## src/rtl/pwm_bank_ctrl.sv

```systemverilog
// Byte-stream register controller and shared period scheduler for a bank of PWM channels.
// Decodes SPI command/data bytes into shadow registers that move to active at each period wrap.
module pwm_bank_ctrl #(
    parameter int NUM_CH = 7,
    parameter int CNT_W  = 15
) (
    input  logic                      sys_clk,
    input  logic                      rst,
    input  logic [7:0]                rx_data,
    input  logic                      rx_valid,
    input  logic                      frame_abort,
    output logic [7:0]                tx_data,
    output logic                      tx_load,
    output logic                      busy,
    output logic                      err,
    output logic [CNT_W-1:0]          counter,
    output logic                      period_wrap,
    output logic [NUM_CH*CNT_W-1:0]   pwm_duty,
    output logic [NUM_CH-1:0]         pwm_en
);

    localparam logic [1:0] S_IDLE  = 2'd0;
    localparam logic [1:0] S_WR_HI = 2'd1;
    localparam logic [1:0] S_WR_LO = 2'd2;
    localparam logic [1:0] S_RD_LO = 2'd3;

    localparam logic [1:0] SEL_DUTY = 2'd0;
    localparam logic [1:0] SEL_EN   = 2'd1;
    localparam logic [1:0] SEL_PER  = 2'd2;

    logic [1:0]       r_state;
    logic [2:0]       r_ch;
    logic [1:0]       r_sel;
    logic [7:0]       r_hi;
    logic [7:0]       r_tx_data;
    logic             r_tx_load;
    logic             r_err;
    logic [CNT_W-1:0] r_counter;
    logic [CNT_W-1:0] r_period_sh;
    logic [CNT_W-1:0] r_period_act;
    logic [CNT_W-1:0] r_duty_sh  [NUM_CH];
    logic [CNT_W-1:0] r_duty_act [NUM_CH];
    logic [NUM_CH-1:0] r_en_sh;
    logic [NUM_CH-1:0] r_en_act;

    logic             w_wrap;
    logic [2:0]       w_q_ch;
    logic [1:0]       w_q_sel;
    logic             w_q_bad;
    logic [15:0]      w_rd_val;
    logic [CNT_W-1:0] w_wr_dat;

    assign w_wrap   = (r_counter == r_period_act);
    assign w_wr_dat = CNT_W'({r_hi, rx_data});

    // In IDLE the query comes straight from the command byte; afterwards from the latched command.
    always_comb begin
        w_q_ch   = (r_state == S_IDLE) ? rx_data[4:2] : r_ch;
        w_q_sel  = (r_state == S_IDLE) ? rx_data[1:0] : r_sel;
        w_q_bad  = ((w_q_sel == SEL_DUTY) || (w_q_sel == SEL_EN)) &&
                   ({29'd0, w_q_ch} >= 32'(NUM_CH));
        w_rd_val = '0;
        case (w_q_sel)
            SEL_DUTY: begin
                for (int i = 0; i < NUM_CH; i++) begin
                    if (w_q_ch == 3'(i)) w_rd_val = 16'(r_duty_sh[i]);
                end
            end
            SEL_EN: begin
                for (int i = 0; i < NUM_CH; i++) begin
                    if (w_q_ch == 3'(i)) w_rd_val = {15'd0, r_en_sh[i]};
                end
            end
            SEL_PER: w_rd_val = 16'(r_period_sh);
            default: w_rd_val = {8'h00, 8'(r_en_act)};
        endcase
    end

    always_ff @(posedge sys_clk) begin
        if (rst) begin
            r_state     <= S_IDLE;
            r_ch        <= '0;
            r_sel       <= '0;
            r_hi        <= '0;
            r_tx_data   <= '0;
            r_tx_load   <= 1'b0;
            r_err       <= 1'b0;
            r_period_sh <= '1;
            r_en_sh     <= '0;
            // NOTE: shadow duty registers are flops, not RAM, so they take a reset value like any other state.
            for (int i = 0; i < NUM_CH; i++) r_duty_sh[i] <= '0;
        end else begin
            r_tx_load <= 1'b0;
            r_err     <= 1'b0;
            if (frame_abort) begin
                r_state <= S_IDLE;
            end else if (rx_valid) begin
                case (r_state)
                    S_IDLE: begin
                        r_ch  <= rx_data[4:2];
                        r_sel <= rx_data[1:0];
                        r_err <= w_q_bad;
                        if (rx_data[7]) begin
                            r_state <= S_WR_HI;
                        end else begin
                            r_state   <= S_RD_LO;
                            r_tx_data <= w_rd_val[15:8];
                            r_tx_load <= 1'b1;
                        end
                    end
                    S_WR_HI: begin
                        r_hi    <= rx_data;
                        r_state <= S_WR_LO;
                    end
                    S_WR_LO: begin
                        r_state <= S_IDLE;
                        // Out-of-range channels match no loop index, so the write is dropped.
                        case (r_sel)
                            SEL_DUTY: begin
                                for (int i = 0; i < NUM_CH; i++) begin
                                    if (r_ch == 3'(i)) r_duty_sh[i] <= w_wr_dat;
                                end
                            end
                            SEL_EN: begin
                                for (int i = 0; i < NUM_CH; i++) begin
                                    if (r_ch == 3'(i)) r_en_sh[i] <= rx_data[0];
                                end
                            end
                            SEL_PER: r_period_sh <= w_wr_dat;
                            default: ;
                        endcase
                    end
                    default: begin
                        r_state   <= S_IDLE;
                        r_tx_data <= w_rd_val[7:0];
                        r_tx_load <= 1'b1;
                    end
                endcase
            end
        end
    end

    // A commit landing on the wrap edge is seen here as the old shadow, by non-blocking semantics.
    always_ff @(posedge sys_clk) begin
        if (rst) begin
            r_counter    <= '0;
            r_period_act <= '1;
            r_en_act     <= '0;
            for (int i = 0; i < NUM_CH; i++) r_duty_act[i] <= '0;
        end else if (w_wrap) begin
            r_counter    <= '0;
            r_period_act <= r_period_sh;
            r_en_act     <= r_en_sh;
            for (int i = 0; i < NUM_CH; i++) r_duty_act[i] <= r_duty_sh[i];
        end else begin
            r_counter <= r_counter + CNT_W'(1);
        end
    end

    always_comb begin
        pwm_duty = '0;
        for (int i = 0; i < NUM_CH; i++) pwm_duty[i*CNT_W +: CNT_W] = r_duty_act[i];
    end

    assign pwm_en      = r_en_act;
    assign counter     = r_counter;
    assign period_wrap = w_wrap;
    assign tx_data     = r_tx_data;
    assign tx_load     = r_tx_load;
    assign err         = r_err;
    assign busy        = (r_state != S_IDLE);

endmodule

```

## config.mk

```make
export PLATFORM = sky130hd
export DESIGN_NAME = pwm_bank_ctrl
export DESIGN_NICKNAME = d
export VERILOG_FILES = /design/src/rtl/pwm_bank_ctrl.sv
export SDC_FILE = /design/constraint.sdc
export NUM_CORES = 1
export LEC_CHECK = 0
export BUFFER_PORTS_ARGS = -buffer_cell sky130_fd_sc_hd__buf_2
export CAP_MARGIN = 20
export CORE_MARGIN = 2
export CORE_UTILIZATION = 53
export DETAILED_ROUTE_END_ITERATION = 8
export GPL_TIMING_DRIVEN = 0
export PLACE_DENSITY = 0.77
export SYNTH_ARGS = -nofsm -noshare
export SYNTH_HDL_FRONTEND = slang
export SYNTH_SLANG_ARGS = --single-unit
export TNS_END_PERCENT = 10
```

## constraint.sdc

```tcl
create_clock -name sys_clk -period 3.2 [get_ports sys_clk]
set_clock_uncertainty 0.15 [all_clocks]
set_input_delay 0.48 -clock sys_clk [delete_from_list [all_inputs] [get_ports sys_clk]]
set_output_delay 0.48 -clock sys_clk [all_outputs]
set_load 0.1 [all_outputs]
```

==> results of run 1 <==
-- kinds of logic (layout without fill, tap and decap cells) --
kind of cell | after synthesis | in the layout
adder cells (fa/ha/maj) | 5 | 5
flip-flops | 293 | 293
buffers and inverters | 95 | 300
multiplexers | 38 | 38
AND/OR/NAND/NOR | 500 | 500
XOR/XNOR | 28 | 28
AO/OA/AOI/OAI | 130 | 130
-- state kept, by name (all words and copies together) (netlist names), 3 cells and up --
| name | cells |
|---|---|
| pwm_en | 7 |
| r_hi | 7 |
| r_period_sh | 15 |
| r_duty_act | 105 |
| r_ch | 3 |
| counter | 15 |
| r_period_act | 15 |
| tx_data | 8 |
| r_en_sh | 7 |
| r_duty_sh | 105 |
-- cells in the mapped netlist, types with 7 or more instances --
| library cell | number | area (um^2) |
|---|---|---|
| xor2_1 | 11 | 96.34 |
| dfxtp_1 | 83 | 1662 |
| a21oi_1 | 35 | 175.2 |
| a211oi_1 | 9 | 67.56 |
| nor3_1 | 7 | 35.03 |
| nand2_1 | 102 | 382.9 |
| nand2b_1 | 23 | 143.9 |
| a31oi_1 | 7 | 43.79 |
| clkbuf_1 | 34 | 127.6 |
| buf_2 | 19 | 95.09 |
| and2_1 | 91 | 569.3 |
| nor2b_1 | 33 | 206.5 |
| edfxtp_1 | 210 | 6306 |
| nand3_1 | 31 | 155.2 |
| nor2_1 | 162 | 608.1 |
| nand3b_1 | 15 | 112.6 |
| o21ai_0 | 12 | 60.06 |
| xnor2_1 | 17 | 148.9 |
| mux2i_1 | 29 | 290.3 |
| nand4_1 | 10 | 62.56 |
| inv_1 | 26 | 97.59 |
| a211o_1 | 17 | 148.9 |
-- final cells by class --
class	count	area, um^2
multi-input combinational	701	4170
inverter	26	97.59
clock buffer	50	898.4
tap	319	399.1
timing repair buffer	150	773.2
fill	1948	8708
clock inverter	5	25.02
buffer	69	360.3
sequential	293	7970
-- worst max-delay path, cell delays in order (launching register included) --
cell	delay, ns
dfxtp_2	0.35
xor2_1	0.15
nor4_2	0.28
nand4_1	0.25
nor3_2	0.31
buf_6	0.18
buf_6	0.19
buf_12	0.19
-- power by group through the flow --
stage	logic [W]	registers, W	clock network, W
floorplan	0.000390	0.00475	0
global placement	0.00110	0.00433	0
detailed placement	0.00110	0.00433	0
CTS	0.00111	0.00425	0.00332
global route	0.00116	0.00426	0.00348
finish	0.00113	0.00425	0.00330
-- metal layers --
metal	GRT usage	share of wire	vias up
met4	0.1253	0.044	0
met3	0.06707	0.11	100
met1	0.3859	0.40	4399
met2	0.4248	0.45	544
met5	0	0	-
li1	-	-	4180
-- path summary, 6_finish.rpt --
kind | from | endpoint | slack [ns] | cells past startpoint
min | rx_data[5] | r_period_sh[5]$_SDFFE_PP1P_ | 0.04 | 3
max | counter[0]$_SDFF_PP0_ | period_wrap | 0.11 | 7
min reg2reg | counter[0]$_SDFF_PP0_ | counter[0]$_SDFF_PP0_ | 0.32 | 1
max reg2reg | counter[0]$_SDFF_PP0_ | r_duty_act[0][5]$_SDFFCE_PN0P_ | 0.19 | 7
-- timing repair --
| item | in CTS | in global routing |
|---|---|---|
| pin swaps | 0 | 2 |
| hold buffers | 1 | 0 |
| endpoints found under the setup margin | 1 | 41 |
| buffers inserted | 0 | 1 |
| hold endpoints to repair | 1 | 0 |
| gates resized for setup | 2 | 7 |
-- per-stage QoR --
step,instances,util,power (W)
floorplan,1089,-,0.005144
global placement,1556,0.5864,0.005427
detailed placement,1556,0.5864,0.005434
CTS,1612,0.6266,0.008677
global route,1613,0.6279,0.008907
finish,1613,0.6279,0.008674
==> results.md, run 1 <==
- Number of synthesized flops with an enable pin: 210
- Number of distinct library cells after synthesis: 72
- #FFs+latches synth: 293
- Place WS: 0.2008 ns
- DRC: 0
- Post-synthesis mux area share: 0.03492
- PnR worst setup slack: 0.1082 ns
- Setup TNS: 0 ns
- Element type at the critical path start: register
- Drt initial violations: 1117
- Worst Tran Pin Value: 0.9161 ns
- Leading cell type in the layout, fill and taps excluded: edfxtp_1
- CTS tree: built
- H-Tree Depth: 1
- Buffers on Ports: 148
- Sw Share: 0.2745
- P&R area growth vs syn: 16.83%
- PwrDens: 590.3 mW/mm^2
- Post-route cell area: 0.01469 mm^2
- Crit end category: output port
- Final hold slack: 0.04294 ns
- CP Max Fanout: 10
- Largest family of logic cells by synthesized area: simple AND/OR/NAND/NOR gates
- Detailed-route via count: 9223
- Pin count of the biggest net entering global routing: 115
- # rows: 56
- Final HPWL from detailed placement: 25330 um
- Full die area: 0.02498 mm^2
- Path category of the worst min-delay check: input port to register
- IO Count: 151
- Fin nets: 1288
- Core box area: 0.02340 mm^2
- Sequential fraction of the synthesis area: 0.6335
- Worst skew pair latency: 0.56 ns
- Int Power: 0.006293 W
- Gr ovfl total: 0
- Simple-gate share of the synthesized area: 0.1984
- Final WL: 35030 um
- Status: complete, no violations
- Num CTS Buffers: 30
- Starting Density: 0.5374
- Final Hold Viols: 0
- CP required: 2.57 ns
- Initial antenna violation count: 0
- # setup viols final: 0
- Vias in the first global route: 8697
- Yosys warnings: 0
- Post-layout minimum cycle time: 3.092 ns
- CTS Sinks: 293
- Max-slew violations: 0
- Most used DFF post-synth: edfxtp_1
- Adder-cell share of the synthesized area: 0.004974
- Synth Area in Compound Gates: 0.07332
- MaxCap Viol Count: 0
- Worst vdd ir: 0.0003635 V
- Vias/cell: 5.718
- Routed Antenna Nets: 0
- Period utilization: 0.9662
- RePlAce Congestion: 1.013
- Layout cells sized above 1: 0.1947
- Highest clock rate: 323.4 MHz
- Share of total power in the clock network: 0.380
- Netlist Area Pre-Place: 0.01258 mm^2
- First-pass GRT wire length: 51360 um
- Seq pwr share: 0.490
- Die height: 158.0 um
- Rel. slew slack: 0.3893
- CTS root buffer: clkbuf_16
- Syn_nets: 1106
- XOR/XNOR Fraction of Synth Area: 0.01950
- Most frequent cells in the layout: edfxtp_1, buf_2, nor2_1
- Die W: 158.0 um
- Critical setup path kind: register to output port
- Async set-reset flop share out of synthesis: 0
- Share of total power in combinational logic: 0.130
- Placed inst area: 0.01372 mm^2
- WL per Instance: 21.71 um
- Ant. Diodes: 0
- Clk slew on worst S/H paths: 0.06 ns
- RSZ-0062 raised after global routing: no
- DR pass1 iterations: 5
- Leakage: 5.805 nW
- GR Util All Layers: 0.2803
- Cells after Synth: 1089
- Mean Syn Cell Area: 11.55 um^2
- Crit path DAT: 2.46 ns
- Max Root-Sink Buffers: 3
- Psw: 0.002381 W
Note: power is estimated with default switching activity, not from simulation.
==> inputs of run 2 (changes only) <==
- CELL_PAD_IN_SITES_DETAIL_PLACEMENT: default -> 0
- CELL_PAD_IN_SITES_GLOBAL_PLACEMENT: default -> 2
- CORE_UTILIZATION: 53 -> 35
- PLACE_DENSITY: 0.77 -> default
- PLACE_DENSITY_LB_ADDON: default -> 0.1
==> run 2 against run 1 <==
Setup slack worse by 0.045 ns. Die area grew 50%. Global-route usage down 6.2 points. Total power rose by 9.8%. Via count down 2.7%. Register-to-register slack worse by 0.13 ns. Maximum frequency fell by 1.4%. Wire length is 18% higher. Non-clock buffer count shrank 2. Count of clock-buffer cells in the layout shrank 12. First-iteration DRC count decreased by 26%.
==> results.md, run 2 (same netlist as run 1, synthesis figures left out) <==
- Status: complete, no violations
- RSZ-0062 raised after global routing: yes
- Fin nets: 1291 (+0.23%)
- CP cell instances: inv_1, ha_1, buf_6, mux2_4, clkbuf_1, a31oi_1, a2111oi_1, o21a_1
- Worst Tran Pin Value: 0.9541 ns (+0.03800 ns)
- Element type at the critical path start: register
- Highest clock rate: 318.8 MHz (-1.4%)
- Routed Antenna Nets: 0 (unchanged)
- CTS tree: built
- Gr ovfl total: 0 (unchanged)
- Final std cells w/o fill: 1757 (+8.9%)
- First-pass GRT wire length: 60110 um (+17%)
- Final WL: 41330 um (+18%)
- Rel. slew slack: 0.3458 (-0.04353)
- Core box area: 0.03548 mm^2 (+52%)
- Max Root-Sink Buffers: 3 (unchanged)
- RePlAce Congestion: 0.8915 (-12%)
- Final Hold Viols: 0 (unchanged)
- DRC: 0 (unchanged)
- CTS Sinks: 293 (unchanged)
- Num CTS Buffers: 35 (+17%)
- H-Tree Depth: 2 (+1)
- Vias in the first global route: 8951 (+2.9%)
- # setup viols final: 0 (unchanged)
- Worst vdd ir: 0.0003460 V (-4.8%)
- Final HPWL from detailed placement: 30550 um (+21%)
- IO Count: 151 (unchanged)
- P&R area growth vs syn: 20.03%
- Worst reg2reg setup slack: 0.06 ns (-0.13 ns)
- Most frequent cells in the layout: edfxtp_1, buf_2, nor2_1
- Path category of the worst min-delay check: input port to register
- Full die area: 0.03747 mm^2 (+50%)
- R2r endpoint: tx_data[5]$_SDFFE_PP0P_
- Leading cell type in the layout, fill and taps excluded: edfxtp_1
- # rows: 69 (+23%)
- CP max stage delay: 0.80 ns (+0.45 ns)
- Hold Startpoint: frame_abort
- Period utilization: 0.9802 (+0.01403)
- Die height: 193.6 um (+22%)
- CP Max Fanout: 10 (unchanged)
- Vias/cell: 5.107 (-11%)
- Placed Cells: 1698 (+9.1%)
- Max-slew violations: 0 (unchanged)
- Final hold slack: 0.02408 ns (-0.01886 ns)
- Drt initial violations: 829 (-26%)
- Reg area: 0.007968 mm^2 (about the same)
- Starting Density: 0.3545 (-0.1830)
- GR Util All Layers: 0.2179 (-0.06248)
- Crit path DAT: 3.45 ns (+0.99 ns)
- Post-layout minimum cycle time: 3.137 ns (+0.04491 ns)
- CTS root buffer: clkbuf_16
- Initial antenna violation count: 1 (+1)
- Clk slew on worst S/H paths: 0.06 ns (about the same)
- WL per Instance: 23.52 um (+8.3%)
- Worst Hold Endpoint: r_state[0]$_SDFFE_PP0P_
- DR pass1 iterations: 5 (unchanged)
- Fillers: 3486 (+79%)
- Die W: 193.6 um (+22%)
- Layout cells sized above 1: 0.1985 (+0.003711)
- Pin count of the biggest net entering global routing: 115 (unchanged)
- Reg2Reg Launch Point: r_state[0]$_SDFFE_PP0P_
- Slowest cell on crit path: a2111oi_1
- Buffers on Ports: 148 (unchanged)
- CP required: 3.51 ns (+0.94 ns)
- Largest registers: r_duty_act (105), r_duty_sh (105)
- Critical setup path kind: register to register
- Hold_buf cts: 0 (-1)
- Crit end category: register
- PwrDens: 630.9 mW/mm^2 (+6.9%)
- # Post-CTS Setup Buffers: 0 (unchanged)
- Leakage: 5.907 nW (+1.8%)
- Setup crit start: r_state[0]$_SDFFE_PP0P_
- Worst skew pair latency: 0.52 ns (-0.04 ns)
- Hold Path Cell Cnt: 2 (-1)
- Reg2Reg Depth: 8 (+1)
- MaxCap Viol Count: 0 (unchanged)
- Detailed-route via count: 8973 (-2.7%)
- Area of the multi-input gates: 0.004174 mm^2 (about the same)
==> run 2: changes by cell type in the layout (fill, tap and decap cells not counted), moves of 2 or more <==
cell,before,now
dfxtp_2,2,0
clkinv_1,0,4
clkbuf_16,32,36
clkbuf_8,3,0
bufinv_16,0,6
clkbuf_1,44,36
dfxtp_1,81,83
clkinv_2,5,7
clkbuf_2,6,1
==> run 2: metrics by stage <==
step	cell area [um^2]	TNS, ns	total power [W]	setup WS [ns]	utilization
2_1_floorplan	12580	0	0.005144	0.003730	-
3_3_place_gp	13900	-2.713	0.005490	-0.1497	0.3918
3_5_place_dp	13900	-2.764	0.005492	-0.1605	0.3918
4_1_cts	15080	0	0.009594	0.03502	0.4250
5_1_grt	15090	-0.08178	0.009797	-0.08178	0.4254
6_report	15100	0	0.009524	0.06327	0.4254
==> run 2: layout make-up <==
cell class              count  share of cell area
clock inverters            20             0.01749
well taps                 461             0.03821
plain buffers              69             0.02370
diodes                      1           0.0001658
inverters                  26            0.006465
multi-input cells         701              0.2765
clock buffers              38             0.06017
repair buffers            148             0.04948
flip-flops and latches    293              0.5278
==> run 2: worst max path at each step <==
stage,to,slack (ns)
2_1_floorplan,r_duty_act[0][0]$_SDFFCE_PN0P_,0.004
3_3_place_gp,r_duty_sh[3][5]$_SDFFCE_PN0P_,-0.15
3_5_place_dp,r_duty_sh[3][10]$_SDFFCE_PN0P_,-0.16
4_1_cts,tx_data[5]$_SDFFE_PP0P_,0.04
5_1_grt,period_wrap,-0.08
6_report,tx_data[5]$_SDFFE_PP0P_,0.06
==> run 2: repair_timing <==
item                                    4_1_cts  5_1_grt
gates resized for setup                       3        4
endpoints found under the setup margin        2      108
gates cloned                                  0        0
==> run 2: report_power, final <==
part / leakage, nW / internal [W] / switching, W
Clock: 0.580 / 0.00253 / 0.00158
Sequential: 2.83 / 0.00418 / 0.0000768
Combinational: 2.50 / 0.000212 / 0.000948
==> run 2: metal layers <==
layer | global-route usage | part of all wire | wire length (um) | vias to the layer above
li1 | - | - | - | 4199
met1 | 0.2898 | 0.43 | 17560 | 4387
met2 | 0.3632 | 0.48 | 19800 | 316
met3 | 0.03888 | 0.067 | 2757 | 71
met4 | 0.06531 | 0.029 | 1198 | 0
met5 | 0 | 0 | 0 | -
==> run 2: critical path: cells and delay by family, from the launching register on <==
kind / cells / cell delay (ns)
mux: 1 / 0.30
compound gates: 3 / 1.25
flops: 1 / 0.35
buf+inv: 3 / 0.82
fa+ha+maj: 1 / 0.21
==> inputs of run 3 (changes only) <==
- CORE_UTILIZATION: 35 -> 36
- CTS_BUF_LIST: default -> sky130_fd_sc_hd__clkbuf_4
==> run 3 against run 2 <==
Hold slack better by 0.19 ns. Register-to-register slack gained 0.14 ns. Sequential power barely moved. Wire length grew 2.4%. Core utilization is 1.1 points higher. Die area shrank 2.7%. Clock power fell by 17%. Maximum frequency up 3.4%. Largest power group unchanged.
==> results.md, run 3 (same netlist as run 1, synthesis figures left out) <==
- Worst vdd ir: 0.0002938 V (-15%)
- Final HPWL from detailed placement: 30430 um (-0.39%)
- Fin nets: 1348 (+4.4%)
- Fillers: 3439 (-1.3%)
- Status: complete, no violations
- Pin count of the biggest net entering global routing: 115 (unchanged)
- R2r endpoint: tx_data[5]$_SDFFE_PP0P_
- Worst skew pair latency: 0.73 ns (+0.21 ns)
- Path category of the worst min-delay check: input port to register
- Gr ovfl total: 0 (unchanged)
- Placed inst area: 0.01389 mm^2 (about the same)
- Max-slew violations: 0 (unchanged)
- Num CTS Buffers: 80 (+130%)
- Highest clock rate: 329.6 MHz (+3.4%)
- Reg2Reg Depth: 9 (+1)
- Place WS: -0.03663 ns (+0.1239 ns)
- Detailed-route via count: 9334 (+4.0%)
- Clk slew on worst S/H paths: 0.06 ns (about the same)
- Final Power: 0.008851 W (-7.1%)
- Final WL: 42300 um (+2.4%)
- WL per Instance: 23.01 um (-2.2%)
- Die W: 190.9 um (-1.4%)
- Final Hold Viols: 0 (unchanged)
- Critical setup path kind: register to output port
- # setup viols final: 0 (unchanged)
- Most frequent cells in the layout: edfxtp_1, buf_2, nor2_1
- Vias/cell: 5.078 (-0.56%)
- Reg2Reg Launch Point: r_state[0]$_SDFFE_PP0P_
- Largest registers: r_duty_act (105), r_duty_sh (105)
- Core box area: 0.03446 mm^2 (-2.9%)
- First-pass GRT wire length: 60610 um (+0.83%)
- P&R area growth vs syn: 19.68%
- Leakage: 5.984 nW (+1.3%)
- Layout cells sized above 1: 0.2388 (+0.04033)
- Vias in the first global route: 9007 (+0.63%)
- DRC: 0 (unchanged)
- Buffers on Ports: 148 (unchanged)
- IO Count: 151 (unchanged)
- MaxCap Viol Count: 0 (unchanged)
- CP required: 2.57 ns (-0.94 ns)
- Hold Path Cell Cnt: 6 (+4)
- CP Max Fanout: 10 (unchanged)
- DR pass1 iterations: 5 (unchanged)
- GR Util All Layers: 0.2326 (+0.01469)
- CTS root buffer: clkbuf_4
- CTS tree: built
- H-Tree Depth: 3 (+1)
- Initial antenna violation count: 2 (+1)
- Worst Tran Pin Value: 1.037 ns (+0.08317 ns)
- Post-route cell area: 0.01505 mm^2 (-0.29%)
- Rel. slew slack: 0.3085 (-0.03726)
- Die height: 190.9 um (-1.4%)
- # rows: 68 (-1.4%)
- Final std cells w/o fill: 1838 (+4.6%)
- Worst reg2reg setup slack: 0.20 ns (+0.14 ns)
- Worst Hold Endpoint: tx_data[6]$_SDFFE_PP0P_
- CTS Sinks: 293 (unchanged)
- Placed Cells: 1692 (-0.35%)
- Period utilization: 0.9482 (-0.03206)
- Drt initial violations: 604 (-27%)
- Post-layout minimum cycle time: 3.034 ns (-0.1026 ns)
- Element type at the critical path start: register
- Routed Antenna Nets: 0 (unchanged)
- Max Root-Sink Buffers: 3 (unchanged)
- Leading cell type in the layout, fill and taps excluded: edfxtp_1
- Full die area: 0.03645 mm^2 (-2.7%)
- Setup TNS: 0 ns (unchanged)
- PwrDens: 588.0 mW/mm^2 (-6.8%)
- RePlAce Congestion: 0.8406 (-5.7%)
- Hold Startpoint: rx_data[0]
- PnR worst setup slack: 0.1659 ns (+0.1026 ns)
- Crit path DAT: 2.40 ns (-1.05 ns)
- Crit end category: output port
- RSZ-0062 raised after global routing: yes
- Starting Density: 0.3650 (+0.01054)
==> run 3: cell type report <==
cell class	instances	area, um^2	area share
timing repair buffer	160	870.8	0.05786
antenna	1	2.502	0.0001663
clock buffer	114	855.8	0.05686
sequential	293	7970	0.5295
clock inverter	19	158.9	0.01056
tap	455	569.3	0.03782
inverter	26	97.59	0.006484
buffer	69	357.8	0.02377
multi-input combinational	701	4169	0.2770
==> run 3: metrics by stage <==
step	utilization	hold WS (ns)
6_report	0.4368	0.2135
5_1_grt	0.4368	0.2192
4_1_cts	0.4366	0.1648
3_5_place_dp	0.4032	0.3198
3_3_place_gp	0.4032	0.3065
2_1_floorplan	-	0.2855
==> run 3: critical path, stage by stage (launching register included) <==
cell and delay (ns):
dfxtp_2 0.35, xor2_1 0.14, nor4_1 0.31, nand4_1 0.18
nor3_2 0.19, buf_4 0.17, buf_8 0.16, buf_12 0.19
==> run 3: how the worst max path moves through the flow <==
stage | startpoint | to | slack (ns) | depth (start not counted)
after global placement | rx_valid | r_duty_sh[3][7]$_SDFFCE_PN0P_ | -0.02 | 7
after global routing | counter[3]$_SDFF_PP0_ | period_wrap | -0.01 | 7
after CTS | counter[3]$_SDFF_PP0_ | period_wrap | 0.06 | 7
after floorplan | counter[0]$_SDFF_PP0_ | r_duty_act[0][0]$_SDFFCE_PN0P_ | 0.004 | 7
final | counter[3]$_SDFF_PP0_ | period_wrap | 0.17 | 7
after detailed placement | rx_valid | r_duty_sh[3][8]$_SDFFCE_PN0P_ | -0.04 | 7
==> run 3: timing repair <==
item | in CTS | in global routing
gates resized for setup | 7 | 2
pin swaps | 2 | 1
setup endpoints to repair | 1 | 30
hold buffers | 10 | 0
buffers inserted | 2 | 0
endpoints found under the hold margin | 16 | 0
gates cloned | 0 | 0
==> run 3: where the power goes <==
part	leakage, nW	total, W	switching [W]	internal, W
clock	0.602	0.00343	0.00157	0.00187
combinational	2.55	0.00116	0.000939	0.000220
sequential	2.83	0.00426	0.0000774	0.00418
total	5.98	0.00885	0.00258	0.00627
==> run 3: metal layers <==
metal	track usage	up-vias	part of all wire
met2	0.3457	375	0.44
met1	0.3352	4540	0.47
li1	-	4353	-
met4	0.07812	0	0.021
met3	0.05067	66	0.071
met5	0	-	0
